--- src/rtl/pe_group_sequencer_pkg.sv ---
// Shared lane/beat geometry and group FSM state for the PE group sequencer.
package pe_group_sequencer_pkg;
  localparam int LANES  = 16;
  localparam int LANE_W = 8;
  localparam int BEAT_W = LANES * LANE_W;
  localparam int DOT_W  = 32;

  typedef enum logic {IDLE, OPEN} grp_state_t;
endpackage

--- src/rtl/pe_result_fifo.sv ---
// Sync result FIFO, non-fallthrough: a push is visible at the head one cycle later.
// Backpressure: push while full and pop while empty are ignored.
module pe_result_fifo #(
  parameter int DEPTH = 4,
  parameter int W     = 32
) (
  input  logic                     clock,
  input  logic                     reset,
  input  logic                     push,
  input  logic [W-1:0]             push_data,
  input  logic                     pop,
  output logic [W-1:0]             pop_data,
  output logic [$clog2(DEPTH):0]   count,
  output logic                     full,
  output logic                     empty
);
  localparam int AW = $clog2(DEPTH);

  logic [W-1:0]  mem [DEPTH];
  logic [AW-1:0] wr_ptr;
  logic [AW-1:0] rd_ptr;
  logic          do_push;
  logic          do_pop;

  assign full     = (count == (AW+1)'(DEPTH));
  assign empty    = (count == '0);
  assign do_push  = push && !full;
  assign do_pop   = pop && !empty;
  assign pop_data = mem[rd_ptr];

  always_ff @(posedge clock or posedge reset) begin
    if (reset) begin
      wr_ptr <= '0;
      rd_ptr <= '0;
      count  <= '0;
      for (int i = 0; i < DEPTH; i++) mem[i] <= '0;
    end else begin
      if (do_push) begin
        mem[wr_ptr] <= push_data;
        wr_ptr      <= wr_ptr + AW'(1);
      end
      if (do_pop) rd_ptr <= rd_ptr + AW'(1);
      if (do_push && !do_pop)      count <= count + (AW+1)'(1);
      else if (do_pop && !do_push) count <= count - (AW+1)'(1);
    end
  end
endmodule

--- src/rtl/pe_group_sequencer.sv ---
// Issues grouped beats to a fixed-latency PE and sums returned dots per group;
// last accept to out_valid is PE_LATENCY+2 cycles, and input credit keeps the result FIFO from overflowing.
module pe_group_sequencer
  import pe_group_sequencer_pkg::*;
#(
  parameter int PE_LATENCY = 2,
  parameter int OUT_DEPTH  = 4,
  parameter int MAX_BEATS  = 1024,
  parameter int ACC_W      = 32
) (
  input  logic              clock,
  input  logic              reset,
  input  logic              in_valid,
  output logic              in_ready,
  input  logic              in_last,
  input  logic [BEAT_W-1:0] in_feature,
  input  logic [BEAT_W-1:0] in_filter,
  output logic              pe_valid,
  output logic [BEAT_W-1:0] pe_feature,
  output logic [BEAT_W-1:0] pe_filter,
  input  logic [DOT_W-1:0]  pe_dot,
  output logic              out_valid,
  input  logic              out_ready,
  output logic [ACC_W-1:0]  out_data,
  output logic              busy,
  output logic              err_len
);
  localparam int CW = $clog2(OUT_DEPTH) + 1;
  localparam int BW = $clog2(MAX_BEATS) + 1;
  localparam logic [CW:0]   CREDIT_MAX = (CW+1)'(OUT_DEPTH);
  localparam logic [BW-1:0] CNT_LIMIT  = BW'(MAX_BEATS - 1);

  grp_state_t state, state_nxt;

  logic                  reset_hold;
  logic                  accept;
  logic                  last_accept;
  logic                  pe_last;
  logic [PE_LATENCY-1:0] sr_vld;
  logic [PE_LATENCY-1:0] sr_last;
  logic                  ret_vld;
  logic                  ret_last;
  logic [ACC_W-1:0]      acc;
  logic [ACC_W-1:0]      acc_sum;
  logic                  fifo_push;
  logic [CW-1:0]         fifo_count;
  logic                  fifo_full;
  logic                  fifo_empty;
  logic [CW-1:0]         pending;
  logic [BW-1:0]         beat_cnt;

  assign accept      = in_valid && in_ready;
  assign last_accept = accept && in_last;
  assign ret_vld     = sr_vld[PE_LATENCY-1];
  assign ret_last    = sr_last[PE_LATENCY-1];
  assign acc_sum     = acc + ACC_W'($signed(pe_dot));
  assign fifo_push   = ret_vld && ret_last;

  // Credit counts every closed group not yet popped, so it covers results still inside the PE.
  assign in_ready  = !reset_hold && !fifo_full &&
                     (({1'b0, fifo_count} + {1'b0, pending}) < CREDIT_MAX);
  assign out_valid = !fifo_empty;
  assign busy      = (state == OPEN) || (beat_cnt != '0) || pe_valid || (|sr_vld) || (pending != '0);

  always_ff @(posedge clock or posedge reset) begin
    if (reset) reset_hold <= 1'b1;
    else       reset_hold <= 1'b0;
  end

  always_ff @(posedge clock or posedge reset) begin
    if (reset) begin
      pe_valid   <= 1'b0;
      pe_last    <= 1'b0;
      pe_feature <= '0;
      pe_filter  <= '0;
      sr_vld     <= '0;
      sr_last    <= '0;
    end else begin
      pe_valid <= accept;
      pe_last  <= last_accept;
      if (accept) begin
        pe_feature <= in_feature;
        pe_filter  <= in_filter;
      end
      sr_vld[0]  <= pe_valid;
      sr_last[0] <= pe_last;
      for (int i = 1; i < PE_LATENCY; i++) begin
        sr_vld[i]  <= sr_vld[i-1];
        sr_last[i] <= sr_last[i-1];
      end
    end
  end

  always_ff @(posedge clock or posedge reset) begin
    if (reset) begin
      acc      <= '0;
      pending  <= '0;
      beat_cnt <= '0;
      err_len  <= 1'b0;
    end else begin
      if (ret_vld) acc <= ret_last ? '0 : acc_sum;
      if (last_accept && !fifo_push)      pending <= pending + CW'(1);
      else if (fifo_push && !last_accept) pending <= pending - CW'(1);
      // An overlong group keeps flowing; the counter simply parks at its limit.
      if (accept) begin
        if (in_last)                     beat_cnt <= '0;
        else if (beat_cnt == CNT_LIMIT)  err_len  <= 1'b1;
        else                             beat_cnt <= beat_cnt + BW'(1);
      end
    end
  end

  always_ff @(posedge clock or posedge reset) begin
    if (reset) state <= IDLE;
    else       state <= state_nxt;
  end

  always_comb begin
    state_nxt = state;
    case (state)
      IDLE:    if (accept && !in_last) state_nxt = OPEN;
      OPEN:    if (last_accept)        state_nxt = IDLE;
      default: state_nxt = IDLE;
    endcase
  end

  pe_result_fifo #(
    .DEPTH (OUT_DEPTH),
    .W     (ACC_W)
  ) u_fifo (
    .clock     (clock),
    .reset     (reset),
    .push      (fifo_push),
    .push_data (acc_sum),
    .pop       (out_ready),
    .pop_data  (out_data),
    .count     (fifo_count),
    .full      (fifo_full),
    .empty     (fifo_empty)
  );
endmodule
--- config.mk ---
export PLATFORM = sky130hd
export DESIGN_NAME = pe_group_sequencer
export DESIGN_NICKNAME = d
export VERILOG_FILES = /design/src/rtl/pe_group_sequencer_pkg.sv /design/src/rtl/pe_result_fifo.sv /design/src/rtl/pe_group_sequencer.sv
export SDC_FILE = /design/constraint.sdc
export NUM_CORES = 1
export LEC_CHECK = 0
export CELL_PAD_IN_SITES_DETAIL_PLACEMENT = 1
export CELL_PAD_IN_SITES_GLOBAL_PLACEMENT = 1
export CORE_MARGIN = 2
export CORE_UTILIZATION = 35
export DETAILED_ROUTE_END_ITERATION = 10
export PLACE_DENSITY = 0.83
export SETUP_SLACK_MARGIN = 0.15
export SYNTH_ARGS = -nofsm -noshare
export SYNTH_HDL_FRONTEND = slang
export SYNTH_HIERARCHICAL = 1
export SYNTH_SLANG_ARGS = --single-unit
--- constraint.sdc ---
create_clock -name clock -period 30.7 [get_ports clock]
set_input_delay 6.14 -clock clock [delete_from_list [all_inputs] [get_ports clock]]
set_output_delay 6.14 -clock clock [all_outputs]
set_load 0.01 [all_outputs]
# Word-level counts from Yosys, hierarchy flattened
# Cells that the tools add are included.
# classes
n_addsub	9
order_cmp	4
n_eq_ne	3
muxes	16
bitwise_logic	4
reduce_logical	33
# ops
op	n
$bwmux 128	1
$mux 32	4
$bmux 32 s2	1
$demux 32 s2	1
$add 32x32->32	1
$mux 11	2
$logic_and 1x1->1	13
$mux 3	4
$add 11x1->11 const B	1
$eq 11x10->1 const B	1
$reduce_bool 11->1	1
$logic_not 1->1	8
$add 3x1->3 const B	2
$ge 3x3->1 const B	2
$not 2->3	2
$sub 3x1->3 const B	2
$add 2x1->2 const B	2
$add 3x3->4	1
$logic_or 1x1->1	4
$lt 4x3->1 const B	1
$reduce_bool 2->1	2
$eq 3x3->1 const B	1
$logic_not 3->1	1
$lt 3x1->1 const B	1
other kinds (8)	10
# totals
regBits	446
inputBits	293
out_inout_bits	293
elab_cells	88

# Logic depth before layout (Yosys ltp)
# logic_depth
depth_word	10
mapped_depth	12
ltp_nobuf	11

# Hierarchy
# The synthesis kept the hierarchy.
# modules_own_cells
mod	n_inst	cells_per_inst	area_per_inst_um2	seq_area_each_um2
pe_group_sequencer	1	1539	13730.7	7783.7
pe_result_fifo	1	347	5964.5	3378.2

# Least setup slack after synthesis
# Ideal clock, no wire load.
# synth_path
path_type	input to register
from	input pe_dot[0]
to	register u_fifo/mem[126] (netlist name)
setup_ns	0.125
arrival_time_ns	8.402
required_ns	30.575
path_slack_ns	22.173
cell_stages	10
path_buffers	0
path_cell_list	ha_1 fa_1 a21o_2 a311oi_2 o31a_4 a2111oi_4 nor3_1 o21a_1 xnor2_1 mux2_2
# synth_between
elab_chain_cells	2
# synth_lines
item	line_no	rtl
from (decl)	pe_group_sequencer.sv:21	input logic [DOT_W-1:0] pe_dot,
$add 32x32->32	pe_group_sequencer.sv:56	assign acc_sum = acc + ACC_W'($signed(pe_dot));
via acc_sum[30]	pe_group_sequencer.sv:44	logic [ACC_W-1:0] acc_sum;
$bwmux 128	pe_result_fifo.sv:39	mem[wr_ptr] <= push_data;
to (signal, indexed assignment)	pe_result_fifo.sv:39	
to (decl)	pe_result_fifo.sv:19	logic [W-1:0] mem [DEPTH];
# The timed path passes the listed nets, and every way through them passes these cells.
# A chain may end at the register's enable or synchronous reset.

==> out/metrics.cfg <==
[die]
dieArea_sq_um=58200
initial_core_util_pct=35.5
die_x_um=241
std_cell_rows=86
coreArea_sq_um=55400
die_height_um=241
pin_count=586

[synthesis]
syn_avg_cell_area_sq_um=10.4
ys_types=70
ys_ff_latch=446
async_reset_ff_share_pct=100
syn_inst=1886
synthFlopType=dfrtp_1
synth_nets=2223
yosysTopAreaCellShare_pct=56.5
synth_area_sq_um=19700
synth_top_cell_by_area=dfrtp_1
synthTopCellsByArea=dfrtp_1 57%, nand2_1 15%, mux2_2 7.5%
ys_seq_area_share_pct=56.7
ys_warn_count=6
synth-edff-count=0

[final_layout]
mostFrequentLayoutCells=810 x nand2_1, 585 x clkdlybuf4s50_1, 444 x dfrtp_1, 132 x mux2_2, 53 x clkbuf_16
fin_cells=3241
drive_above_1_share_pct=11.4
layout_commonest_cell=nand2_1
syn_to_final_growth_pct=41.2
stdcell_area_sq_um=27800
final_core_util_pct=50.2
nets=2778

[min_path]
min_path_cells=0
hp-class=reg -> reg
hp-start=sr_last[0]$_DFF_PP0_
holdPathEnd=sr_last[1]$_DFF_PP0_

[timing]
fin_setup_tns_ns=0
fmax_mhz=107
worst_slew_pin_slew_ns=1.16
fin_crit_sh_pct=30.6
rsz0062_at_grt=false
skew_ns=0.0157
slew_headroom_pct=22.5
finalHoldViolCount=0
drv_slew=0
finalSetupViolCount=0
post-route-min-period_ns=9.39

[placement]
dp.cells=3137
post_dp_cell_area_sq_um=26100
hpwl_mm=51.0
gp_congestion=0.866
portBuffers=585

[cts]
hold_buffers=0
post_cts_resized=0
cts_sinks=446
postCtsSetupRepairBufs=0
cts-root-buf=clkbuf_16
clkLatencyLatePin_ns=0.59
cts_made_buffers=50
cts_buffer_depth=3
cts_tree=built
h-tree-depth=2
clk_pin_slew_worst_paths_ns=0.06

[critical_path]
path_cells=clkdlybuf4s50_1 > inv_8 > buf_4 > buf_4 > buf_4
critPathMaxFanout=113
reg2reg_from=u_fifo/count[2]$_DFFE_PP0P_
cp_num_buf_inv=5
max_stage_delay_ns=0.81
cp.depth=5
crit_type=in -> async
startpoint_type=input port
cp.arrival_ns=9.99
cpMostUsedCell=buf_4
crit_slowest_cell=buf_4
worstReg2RegEnd=pe_feature[93]$_DFFE_PP0P_
r2r_slack_ns=25.96
rr_worst_depth=8
worstPathRequired_ns=31.30
critPathTopFamily=buffers and inverters
end_kind=async pin

[run_status]
status=finished, final reports clean

[grt]
grt_pass1_vias=17600
met2_usage_pct=41.0
grt.total_usage_pct=23.7
grt_max_degree=153
grt-busiest-layer=met2
met3_usage_pct=7.79
grt-ovfl-total=0
use_met1_pct=25.8
antenna_found_initial=19
grt_pass1_wl_mm=105

[route]
antenna_left=0
drc=0
drt_wl_total_mm=70.3
wl_per_cell_um=21.7
viasPerCell=4.94
drt_iter0_drc=916
dr_total_vias=16000
dr.pass1.iters=6

[power]
max-vdd-ir-drop_mv=0.0458
p_per_area_nw_per_um2=89.6
leakage_nw=13.3

[job]
max-cap-violations=0

[area by class of cell]
type                    instances  area [sq um]
clock inverters                15           161
fillers                      6005         27600
clock buffers                  79          1540
well taps                     748           936
flip-flops and latches        446         11200
multi-input cells            1320          7900
diodes                         10          25.0
inverters                      23           104
repair buffers                600          5970
[how the worst max path moves through the flow]
stage	from	endpoint	slack (ns)
finish	reset	pe_filter[118]$_DFFE_PP0P_	21.31
global route	reset	pe_filter[2]$_DFFE_PP0P_	20.78
CTS	reset	pe_filter[2]$_DFFE_PP0P_	21.17
detailed placement	reset	pe_filter[2]$_DFFE_PP0P_	20.54
global placement	reset	pe_feature[116]$_DFFE_PP0P_	20.62
floorplan	reset	async pin	15.96
[synthesized netlist by cell type (all sizes together), types with 9 or more instances]
cell	count
xor2	23
nor3	11
nand3	10
mux2	132
mux4	32
ha	41
o21a	9
xnor2	22
nand2	811
buf	49
inv	23
nor2	33
clkbuf	46
dfrtp	445
o21ai	25
a21o	18
a22o	24
a21oi	37
nand4	13
[where the power goes]
part,total [mW],switching (mW),internal (mW)
combinational,0.995,0.534,0.460
clock,0.616,0.247,0.370
sequential,0.879,0.121,0.758
total,2.49,0.902,1.59
[through the flow]
stage / setup WS [ns] / hold WS [ns] / power (mW)
6_report: 21.31 / 0.348 / 2.49
3_3_place_gp: 20.62 / 0.333 / 1.83
2_1_floorplan: 15.96 / 0.331 / 1.35
3_5_place_dp: 20.54 / 0.340 / 1.87
4_1_cts: 21.17 / 0.352 / 2.51
5_1_grt: 20.78 / 0.365 / 2.63
[routing by layer]
| layer | wire [um] | vias up |
|---|---|---|
| li1 | - | 7338 |
| met1 | 25500 | 8022 |
| met2 | 35500 | 459 |
| met3 | 5210 | 173 |
| met4 | 3910 | 24 |
| met5 | 146 | - |
[cell families (layout without fill, tap and decap cells)]
kind of cell	count (synthesis)	in the layout	share of synthesized area (%)
AND/OR/NAND/NOR	910	910	18.2
flip-flops	446	446	56.7
multiplexers	164	164	11.2
AO/OA/AOI/OAI	156	156	5.64
buffers and inverters	120	717	3.32
XOR/XNOR	45	45	2.00
adder cells (fa/ha/maj)	44	44	2.91
other	1	11	0.0190
[state kept, by name, summed over array words and instances, names as in the netlist, 3 cells and up, named ones only]
register	flops
acc	32
pe_filter	128
pending	3
beat_cnt	11
pe_feature	128
u_fifo/count	3
u_fifo/mem	128
Power figures use the tool's default switching activity.
